### src/rtl/sync_fifo.sv
// Single-clock first-word-fall-through FIFO; head word is visible combinationally on popData.
// Define FIFO_ERROR_FLAGS_EN to add sticky overflow/underflow outputs.
module sync_fifo #(
  parameter int nrOfEntries = 16,
  parameter int bitWidth    = 32
) (
  input  logic                clock,
  input  logic                reset,
  input  logic                push,
  input  logic                pop,
  input  logic [bitWidth-1:0] pushData,
  output logic [bitWidth-1:0] popData,
  output logic                full,
`ifdef FIFO_ERROR_FLAGS_EN
  output logic                overflow,
  output logic                underflow,
`endif
  output logic                empty
);

  localparam int PW = $clog2(nrOfEntries);
  localparam int CW = PW + 1;

  logic [bitWidth-1:0] mem_q [nrOfEntries];
  logic [bitWidth-1:0] mem_d [nrOfEntries];
  logic [PW-1:0]       wr_ptr_q, wr_ptr_d;
  logic [PW-1:0]       rd_ptr_q, rd_ptr_d;
  logic [CW-1:0]       count_q, count_d;
  logic                push_acc, pop_acc;

  assign empty   = (count_q == '0);
  assign full    = (count_q == CW'(nrOfEntries));
  assign popData = empty ? '0 : mem_q[rd_ptr_q];

  always_comb begin
    // A full FIFO still takes a push when the same-cycle pop frees a slot.
    push_acc = push & (~full | pop);
    pop_acc  = pop & ~empty;
    mem_d    = mem_q;
    wr_ptr_d = wr_ptr_q;
    rd_ptr_d = rd_ptr_q;
    count_d  = count_q;
    if (push_acc) begin
      mem_d[wr_ptr_q] = pushData;
      wr_ptr_d        = wr_ptr_q + PW'(1);
    end
    if (pop_acc)
      rd_ptr_d = rd_ptr_q + PW'(1);
    case ({push_acc, pop_acc})
      2'b10:   count_d = count_q + CW'(1);
      2'b01:   count_d = count_q - CW'(1);
      default: count_d = count_q;
    endcase
  end

  always_ff @(posedge clock or negedge reset) begin
    if (!reset) begin
      wr_ptr_q <= '0;
      rd_ptr_q <= '0;
      count_q  <= '0;
    end else begin
      wr_ptr_q <= wr_ptr_d;
      rd_ptr_q <= rd_ptr_d;
      count_q  <= count_d;
    end
  end

  // Storage is deliberately left out of reset; empty masks stale contents.
  always_ff @(posedge clock) begin
    mem_q <= mem_d;
  end

`ifdef FIFO_ERROR_FLAGS_EN
  logic overflow_q, overflow_d;
  logic underflow_q, underflow_d;

  always_comb begin
    overflow_d  = overflow_q | (push & full & ~pop);
    underflow_d = underflow_q | (pop & empty);
  end

  always_ff @(posedge clock or negedge reset) begin
    if (!reset) begin
      overflow_q  <= 1'b0;
      underflow_q <= 1'b0;
    end else begin
      overflow_q  <= overflow_d;
      underflow_q <= underflow_d;
    end
  end

  assign overflow  = overflow_q;
  assign underflow = underflow_q;
`endif

endmodule

### config.mk
export PLATFORM = sky130hd
export DESIGN_NAME = sync_fifo
export DESIGN_NICKNAME = d
export VERILOG_FILES = /design/src/rtl/sync_fifo.sv
export SDC_FILE = /design/constraint.sdc
export NUM_CORES = 1
export LEC_CHECK = 0
export ABC_AREA = 0
export CORE_UTILIZATION = 61
export CTS_CLUSTER_DIAMETER = 30
export CTS_CLUSTER_SIZE = 10
export DETAILED_ROUTE_END_ITERATION = 8
export PLACE_DENSITY = 0.86
export SLEW_MARGIN = 20
export SYNTH_ARGS = -nofsm -noshare
export SYNTH_HDL_FRONTEND = slang
export SYNTH_SLANG_ARGS = --single-unit
### constraint.sdc
create_clock -name clock -period 4.81 [get_ports clock]
set_clock_uncertainty 0.2 [all_clocks]
set_input_delay 0.7215 -clock clock [delete_from_list [all_inputs] [get_ports clock]]
set_output_delay 0.7215 -clock clock [all_outputs]
set_load 0.02 [all_outputs]
==> results of run 1 <==
-- final cells by class --
class | instances | area [um^2] | share of cell area
inverters | 4 | 15.0 | 0.000607
well taps | 442 | 553 | 0.0223
diodes | 2 | 5.00 | 0.000202
multi-input cells | 299 | 4420 | 0.179
repair buffers | 109 | 1050 | 0.0426
clock inverters | 62 | 658 | 0.0266
clock buffers | 102 | 2340 | 0.0945
flip-flops and latches | 525 | 15700 | 0.635
-- cells in the final DEF, fill, tap and decap left out, drive strengths merged, types with 4 or more instances in the layout --
| cell type | synthesis | layout |
|---|---|---|
| edfxtp | 512 | 512 |
| mux4 | 128 | 128 |
| clkbuf | 9 | 102 |
| clkdlybuf4s50 | 0 | 69 |
| buf | 40 | 40 |
| clkinv | 0 | 35 |
| mux2 | 34 | 34 |
| nor2b | 32 | 32 |
| a221o | 32 | 32 |
| nor2 | 17 | 17 |
| dfrtp | 13 | 13 |
| inv | 4 | 13 |
| bufinv | 0 | 10 |
| ha | 9 | 9 |
| nand2 | 9 | 9 |
| xnor2 | 8 | 8 |
| clkinvlp | 0 | 8 |
| xor2 | 4 | 4 |
| nor3 | 4 | 4 |
| nand4 | 4 | 4 |
-- stage by stage --
| stage | utilization | instances | setup slack, ns | total power, mW | instance area (um^2) |
|---|---|---|---|---|---|
| final | 0.759 | 1545 | 0.335 | 17.0 | 24800 |
| after floorplan | - | 877 | 0.807 | 8.94 | 20300 |
| after CTS | 0.759 | 1543 | 0.316 | 17.0 | 24800 |
| after global placement | 0.667 | 1379 | 1.08 | 10.4 | 21800 |
| after detailed placement | 0.667 | 1379 | 1.03 | 10.6 | 21800 |
| after global routing | 0.759 | 1543 | 0.277 | 17.4 | 24800 |
-- cells by family (layout without fill, tap and decap cells) --
family          after synthesis  count (layout)  share of synthesized area
compound gates               41              41                     0.0194
xor+xnor                     12              12                    0.00518
fa+ha+maj                     9               9                    0.00555
buf+inv                      53             277                     0.0151
flops                       525             525                      0.773
mux                         162             162                      0.161
other cells                   0               2                          0
simple gates                 75              75                     0.0208
-- flip-flops by register name (all words and copies together), names as in the netlist --
| signal | flops |
|---|---|
| rd_ptr_q | 4 |
| mem_q | 512 |
| count_q | 5 |
| wr_ptr_q | 4 |
-- metal layers --
metal / GRT usage / up-vias
met2: 0.507 / 671
li1: - / 4057
met3: 0.0607 / 120
met1: 0.392 / 5402
met5: 0 / -
met4: 0.132 / 0
-- power groups by stage --
stage	combinational (mW)	clock, mW	sequential, mW
after global placement	4.48	0	5.94
after floorplan	3.21	0	5.72
after detailed placement	4.57	0	6.00
after global routing	4.89	6.55	5.98
final	4.71	6.31	5.94
after CTS	4.72	6.35	5.95
-- Yosys cell counts (2+ instances only) --
master    number  area share
o21ai_1        2     0.00049
xnor2_1        8      0.0035
inv_1          3     0.00055
mux2_2        33       0.018
nand2_1        8      0.0015
dfrtp_1       13       0.016
nor3_1         4     0.00099
buf_8          3      0.0022
buf_6          6      0.0033
ha_1           9      0.0055
edfxtp_1     512        0.76
buf_1          8      0.0015
mux4_2       128        0.14
nand2b_1       2     0.00062
a221o_1       32       0.016
buf_2         23      0.0057
nor2b_1       32      0.0099
xor2_1         4      0.0017
nor2_1        16      0.0030
nand4_1        4      0.0012
clkbuf_1       9      0.0017
-- worst min-delay path by stage --
stage | end | start | cells past startpoint
floorplan | count_q[0]$_DFFE_PN0P_ | reset | 0
global placement | count_q[3]$_DFFE_PN0P_ | count_q[3]$_DFFE_PN0P_ | 2
detailed placement | count_q[0]$_DFFE_PN0P_ | count_q[0]$_DFFE_PN0P_ | 1
CTS | count_q[3]$_DFFE_PN0P_ | reset | 1
global route | count_q[3]$_DFFE_PN0P_ | reset | 1
finish | count_q[3]$_DFFE_PN0P_ | reset | 1
==> qor.txt, run 1 <==
Status: completed
Die W: 184 um
Area Overhead vs Synth: 21.9%
DRC: 0
Fraction of registers with async set/reset: 0.0248
Clk pwr share: 0.372
Cell Chain, Critical Path: or4_4 -> o211ai_4 -> buf_4 -> nor2b_1 -> a221o_1 -> clkdlybuf4s50_1
Synthesis-stage register bit count: 525
Required @ worst endpoint: 3.89 ns
Global-route wire length before repair: 71400 um
Clock Latency Late Sink: 0.59 ns
Root buf cell: clkbuf_16
Post-synthesis sequential area ratio: 0.773
Worst-path maximum fanout: 15
Filler Cell Count: 1612
Met3 wirelength from detailed routing: 4340 um
Via count: 10.3k
Comb pwr share: 0.278
Post-DRT Antenna Nets: 0
Max-Cap Viols: 0
Total Routing Usage GR: 0.304
Buffers on Ports: 69
Worst setup path endpoint: popData[29]
Max Used Layer: met4
Hpwl dp: 23900 um
Post-synth EDFFs: 512
Die span in y: 184 um
Period utilization: 0.930
Syn avg cell area: 23.2 um^2
Pwr dens: 685 nW/um^2
Buf+Inv Stages, Crit Path: 2
Cell row count: 66
Largest stage delay, worst path: 0.60 ns
Initial Util: 0.623
RSZ-0062 raised after global routing: false
Clock-pin slew on the worst setup and hold paths: 0.05 ns
Largest net degree at the start of global routing: 48
Slew Viols, Final: 0
Remaining Overflow, GRT: 0
Final setup TNS: 0 ns
Net Sw Power: 5.08 mW
# Post-CTS Setup Buffers: 0
CTS resizes: 0
Worst setup SP type: flip-flop
Register-to-Register Setup Slack: 1.47 ns
Fin Hold WS: 0.328 ns
Mapped Area: 20300 um^2
Period minus WS final: 4.48 ns
Worst-margin pin slew: 0.790 ns
Avg WL per Cell: 31.9 um
Synthesized Nets: 922
Crit. Startpoint: count_q[1]$_DFFE_PN0P_
CTS H-Tree Depth: 3
Worst min-delay path class: input pin to asynchronous set/reset pin
Worst slew margin: 0.473
First-iteration detailed-routing DRC count: 1322
Max Fclk: 223 MHz
Routed WL: 49200 um
Internal Power: 11.9 mW
Crit path kind: flip-flop to output port
Num CTS Buffers: 90
Layout cell share with drive strength beyond 1: 0.336
Die area: 34000 um^2
Antenna violations before repair: 1
Seq pwr share: 0.350
CP Capture Type: output port
Slowest cell on crit path: or4_4
Most used DFF post-synth: edfxtp_1
CTS Hold Bufs: 0
Sw Share: 0.300
Worst VDD drop: 0.000471 V
WL met2: 25500 um
Clock Tree Buf Depth: 3
CP Data Arrival Time: 3.55 ns
I/O Pins: 70
CTS tree: yes
Final-stage net count: 1074
Netlist cell types: 39
Vias in the first global route: 10.8k
Core box area: 32600 um^2
Final hold violation count: 0
Worst-case reg-to-reg path depth: 10
CTS Sinks: 525
Met1 WL: 17600 um
Synth Instances: 877
Number of cells on the critical path: 6
CP top delay family: buffers and inverters
Reg2Reg Capture Point: count_q[4]$_DFFE_PN0P_
Final GP Congestion: 0.770
Avg Vias per Cell: 6.63
Final setup viols: 0
Total leakage power: 8.05 nW
Reg-to-reg critical path startpoint: count_q[1]$_DFFE_PN0P_
Synth warn: 0
DRT Pass-1 Iters: 7
No activity file was read; power rests on OpenSTA's default activity.
==> inputs of run 2 (changes only) <==
Settings changed: CORE_ASPECT_RATIO set to 0.7.
==> qor.txt, run 2 (synthesis results as in run 1) <==
Status: finished with violations
Failing checks: design-rule violations
Worst-path maximum fanout: 34 (+19)
Slew Viols, Final: 0 (unchanged)
Worst slack at placement: 0.933 ns (-0.0979 ns)
CTS Hold Bufs: 0 (unchanged)
CP Capture Type: output port
Final setup viols: 0 (unchanged)
Vias in the first global route: 10.6k (-1.8%)
Max Fclk: 222 MHz (-0.55%)
Worst-margin pin slew: 0.973 ns (+0.183 ns)
CTS tree: yes
Die W: 220 um (+19%)
Placed inst area: 21800 um^2 (about the same)
Layout Utilization: 0.740 (-0.0190)
Clock Latency Late Sink: 0.59 ns (about the same)
Internal Power: 11.1 mW (-7.0%)
Area Overhead vs Synth: 18.6%
Buffers on Ports: 69 (unchanged)
Routed WL: 46100 um (-6.3%)
Largest net degree at the start of global routing: 38 (-21%)
Sw Share: 0.297 (-0.00268)
Max reg flops: 512 (unchanged)
CTS resizes: 0 (unchanged)
Post-DRT Antenna Nets: 0 (unchanged)
Worst slew margin: 0.351 (-0.122)
Period utilization: 0.936 (+0.00513)
Max-Cap Viols: 0 (unchanged)
Cell row count: 55 (-17%)
Period minus WS final: 4.50 ns (+0.0247 ns)
CP Data Arrival Time: 3.58 ns (+0.03 ns)
Antenna violations before repair: 1 (unchanged)
Initial Util: 0.624 (+0.00132)
CTS H-Tree Depth: 3 (unchanged)
Register-to-Register Setup Slack: 1.45 ns (-0.02 ns)
Total leakage power: 7.72 nW (-4.0%)
Clock Tree Buf Depth: 3 (unchanged)
Final GP Congestion: 0.766 (-0.52%)
Comb pwr share: 0.298 (+0.020)
Clock-pin slew on the worst setup and hold paths: 0.06 ns (about the same)
First-iteration detailed-routing DRC count: 1133 (-14%)
Core box area: 32600 um^2 (-0.21%)
Die area: 34000 um^2 (about the same)
Global-route wire length before repair: 67200 um (-5.8%)
Fin area: 24100 um^2 (-2.7%)
Worst VDD drop: 0.000460 V (-2.4%)
CTS Sinks: 525 (unchanged)
Commonest non-fill, non-tap cells in the layout: edfxtp_1, mux4_2, clkbuf_16, clkdlybuf4s50_1, mux2_2
# Post-CTS Setup Buffers: 0 (unchanged)
Root buf cell: clkbuf_16
Worst setup SP type: flip-flop
Fin Hold WS: 0.324 ns (-0.00448 ns)
RSZ-0062 raised after global routing: false
Final WS setup: 0.310 ns (-0.0247 ns)
Avg Vias per Cell: 6.65 (+0.20%)
Required @ worst endpoint: 3.89 ns (about the same)
I/O Pins: 70 (unchanged)
Final-stage net count: 1057 (-1.6%)
Num CTS Buffers: 75 (-17%)
DRT Pass-1 Iters: 7 (unchanged)
Net Sw Power: 4.67 mW (-8.2%)
Remaining Overflow, GRT: 0 (unchanged)
Crit path kind: flip-flop to output port
Worst min-delay path class: input pin to asynchronous set/reset pin
Via count: 9878 (-3.6%)
Pwr dens: 653 nW/um^2 (-4.8%)
Most common cell after layout, fill and taps aside: edfxtp_1
Filler Cell Count: 1701 (+5.5%)
Clk pwr share: 0.327 (-0.045)
Total Routing Usage GR: 0.283 (-0.0209)
Layout cell share with drive strength beyond 1: 0.310 (-0.0260)
Top reg by flops: mem_q
Largest regs: mem_q (512), count_q (5)
Final hold violation count: 0 (unchanged)
Avg WL per Cell: 31.0 um (-2.5%)
Hpwl dp: 24100 um (+0.93%)
Final setup TNS: 0 ns (unchanged)
Die span in y: 155 um (-16%)
DRC: 3 (+3)
Seq pwr share: 0.375 (+0.025)
[run 2: cell count changes in the layout (fill, tap and decap cells not counted), sizes merged, moves of 2 or more]
cell,previous run,this run
clkinv,35,17
clkbuf,102,93
bufinv,10,5
clkinvlp,8,3
inv,13,9
buf,40,38
[run 2: layout make-up]
type / count / area [um^2] / share of cell area
Antenna cell: 1 / 2.50 / 0.000104
Clock buffer: 93 / 2010 / 0.0834
Clock inverter: 30 / 317 / 0.0131
Inverter: 4 / 15.0 / 0.000623
Multi-Input combinational cell: 299 / 4420 / 0.184
Sequential cell: 525 / 15700 / 0.652
Tap cell: 427 / 534 / 0.0222
Timing Repair Buffer: 107 / 1080 / 0.0447
[run 2: power groups by stage]
stage | Clock [mW] | Combinational [mW] | Sequential [mW]
6_report | 5.14 | 4.69 | 5.89
4_1_cts | 5.19 | 4.71 | 5.90
5_1_grt | 5.37 | 4.91 | 5.93
3_3_place_gp | 0 | 4.49 | 5.92
3_5_place_dp | 0 | 4.60 | 5.97
2_1_floorplan | 0 | 3.21 | 5.72
[run 2: worst max-delay path, stage by stage (launching register included)]
cell and delay, ns:
dfrtp_4 0.83, buf_4 0.39, mux4_2 0.53, mux2_2 0.29, a221o_1 0.36, clkdlybuf4s50_1 0.56
[run 2: worst paths after layout]
kind | from | endpoint | depth (start not counted)
max | rd_ptr_q[1]$_DFFE_PN0P_ | popData[29] | 5
min | reset | wr_ptr_q[2]$_DFFE_PN0P_ | 1
max reg2reg | count_q[2]$_DFFE_PN0P_ | count_q[4]$_DFFE_PN0P_ | 10
min reg2reg | count_q[3]$_DFFE_PN0P_ | count_q[3]$_DFFE_PN0P_ | 2
max in group asynchronous | reset | rd_ptr_q[0]$_DFFE_PN0P_ | 1
min in group clock | count_q[3]$_DFFE_PN0P_ | count_q[3]$_DFFE_PN0P_ | 2
[run 2: metal layers]
metal,share of wire,up-vias,track usage
met5,0,-,0
met4,0.030,0,0.102
met3,0.089,106,0.0594
li1,-,3994,-
met1,0.38,5180,0.382
met2,0.50,598,0.462
[run 2: through the flow]
| stage | power (mW) | instances |
|---|---|---|
| global placement | 10.4 | 1362 |
| global route | 16.2 | 1486 |
| detailed placement | 10.6 | 1362 |
| finish | 15.7 | 1486 |
| CTS | 15.8 | 1485 |
| floorplan | 8.94 | 877 |
==> inputs of run 3 (changes only) <==
Settings changed: CORE_MARGIN set to 3.
==> qor.txt, run 3 (synthesis results as in run 1) <==
Avg Vias per Cell: 6.68 (+0.47%)
Clock Tree Buf Depth: 3 (unchanged)
DRC: 0 (-3)
Antenna violations before repair: 2 (+1)
CP Capture Type: output port
Slew Viols, Final: 0 (unchanged)
Total Routing Usage GR: 0.272 (-0.0110)
Period minus WS final: 4.64 ns (+0.142 ns)
Filler Cell Count: 1689 (-0.71%)
Crit. Startpoint: count_q[2]$_DFFE_PN0P_
Final-stage net count: 1051 (-0.57%)
Layout cell share with drive strength beyond 1: 0.308 (-0.00203)
Remaining Overflow, GRT: 0 (unchanged)
Slowest cell on crit path: o211ai_4
Final setup viols: 0 (unchanged)
Buffers on Ports: 69 (unchanged)
CTS H-Tree Depth: 3 (unchanged)
Avg WL per Cell: 31.5 um (+1.4%)
Global-route wire length before repair: 68800 um (+2.3%)
Comb pwr share: 0.298 (about the same)
Worst min-delay path class: input pin to asynchronous set/reset pin
Worst slew margin: 0.382 (+0.0309)
Core box area: 32600 um^2 (unchanged)
Clk pwr share: 0.329 (+0.002)
Max Fclk: 215 MHz (-3.1%)
Total leakage power: 7.72 nW (about the same)
Most common cell after layout, fill and taps aside: edfxtp_1
Reg-to-reg critical path startpoint: count_q[2]$_DFFE_PN0P_
CTS Hold Bufs: 0 (unchanged)
Cell Chain, Critical Path: or4_4 -> o211ai_4 -> buf_4 -> nor2b_1 -> a221o_1 -> clkdlybuf4s50_1
I/O Pins: 70 (unchanged)
Clock Latency Late Sink: 0.59 ns (about the same)
CTS Sinks: 525 (unchanged)
Multi-input gate area: 4420 um^2 (unchanged)
Largest stage delay, worst path: 0.75 ns (-0.08 ns)
Crit path kind: flip-flop to output port
Routed WL: 46600 um (+1.0%)
Cell row count: 55 (unchanged)
Final GP Congestion: 0.728 (-4.9%)
Die span in y: 159 um (+2.6%)
Register Area: 15700 um^2 (unchanged)
DRT Pass-1 Iters: 5 (-2)
Top reg by flops: mem_q
Net Sw Power: 4.67 mW (+0.14%)
Worst setup SP type: flip-flop
# Post-CTS Setup Buffers: 0 (unchanged)
Period utilization: 0.965 (+0.0296)
Clock-pin slew on the worst setup and hold paths: 0.06 ns (about the same)
CTS resizes: 0 (unchanged)
Fin Hold WS: 0.336 ns (+0.0120 ns)
Seq pwr share: 0.372 (-0.003)
Pwr dens: 654 nW/um^2 (+0.15%)
Die area: 35600 um^2 (+4.5%)
Max reg flops: 512 (unchanged)
Largest regs: mem_q (512), count_q (5)
Largest net degree at the start of global routing: 53 (+39%)
Worst-margin pin slew: 0.922 ns (-0.0508 ns)
Status: completed
CTS tree: yes
Root buf cell: clkbuf_16
Internal Power: 11.1 mW (+0.42%)
RSZ-0062 raised after global routing: false
Max-Cap Viols: 0 (unchanged)
Final hold violation count: 0 (unchanged)
Num CTS Buffers: 74 (-1.3%)
Post-DRT Antenna Nets: 0 (unchanged)
First-iteration detailed-routing DRC count: 1266 (+12%)
Die W: 224 um (+1.8%)
Area Overhead vs Synth: 18.8%
Required @ worst endpoint: 3.89 ns (about the same)
Sw Share: 0.296 (-0.000588)
Hpwl dp: 23500 um (-2.7%)
Commonest non-fill, non-tap cells in the layout: edfxtp_1, mux4_2, clkbuf_16, clkdlybuf4s50_1, mux2_2
Final setup TNS: 0 ns (unchanged)
Vias in the first global route: 10.4k (-1.7%)
Worst-path maximum fanout: 23 (-32%)
CP Data Arrival Time: 3.72 ns (+0.14 ns)
Worst VDD drop: 0.000440 V (-4.4%)
Initial Util: 0.624 (unchanged)
Via count: 9891 (+0.13%)
==> run 3: worst paths after layout <==
check | end | slack (ns) | cells past startpoint
worst max-delay path | popData[4] | 0.17 | 6
worst min-delay path | wr_ptr_q[1]$_DFFE_PN0P_ | 0.34 | 1
worst max register to register | count_q[4]$_DFFE_PN0P_ | 1.54 | 10
worst min register to register | count_q[3]$_DFFE_PN0P_ | 0.34 | 2
max in group asynchronous | rd_ptr_q[1]$_DFFE_PN0P_ | 3.59 | 1
min in group clock | count_q[3]$_DFFE_PN0P_ | 0.34 | 2
==> run 3: final cells by class <==
cell class	count	share of cell area
clock inverters	32	0.0166
clock buffers	90	0.0810
flip-flops and latches	525	0.651
multi-input cells	299	0.183
repair buffers	102	0.0451
diodes	2	0.000207
well taps	427	0.0221
inverters	4	0.000622
==> run 3: per-layer routing <==
layer / GRT usage / share of wire / up-vias / wire length, um
li1: - / - / 3991 / -
met1: 0.382 / 0.39 / 5201 / 18200
met2: 0.433 / 0.49 / 612 / 23000
met3: 0.0678 / 0.095 / 85 / 4440
met4: 0.0864 / 0.021 / 2 / 992
met5: 0 / 0.00036 / - / 17
==> run 3: metrics by stage <==
| step | cells | area, um^2 | util | power, mW | worst slack [ns] |
|---|---|---|---|---|---|
| 2_1_floorplan | 877 | 20300 | - | 8.94 | 0.807 |
| 3_3_place_gp | 1357 | 21800 | 0.669 | 10.5 | 0.886 |
| 3_5_place_dp | 1357 | 21800 | 0.669 | 10.6 | 0.782 |
| 4_1_cts | 1479 | 24100 | 0.741 | 15.9 | 0.143 |
| 5_1_grt | 1480 | 24100 | 0.741 | 16.3 | 0.0598 |
| 6_report | 1481 | 24100 | 0.741 | 15.8 | 0.168 |
==> run 3: power groups by stage <==
| stage | combinational [mW] | sequential, mW | clock (mW) |
|---|---|---|---|
| final | 4.70 | 5.87 | 5.19 |
| after global routing | 4.94 | 5.91 | 5.46 |
| after CTS | 4.74 | 5.88 | 5.26 |
| after detailed placement | 4.65 | 5.94 | 0 |
| after global placement | 4.57 | 5.90 | 0 |
| after floorplan | 3.21 | 5.72 | 0 |
==> run 3: worst max-delay path, delay by kind of cell, from the launching register on <==
kind	cells	cell delay, ns
DFF	1	0.45
and+or+nand+nor	2	0.70
buffers and inverters	2	0.93
AOI/OAI and AO/OA	2	1.04
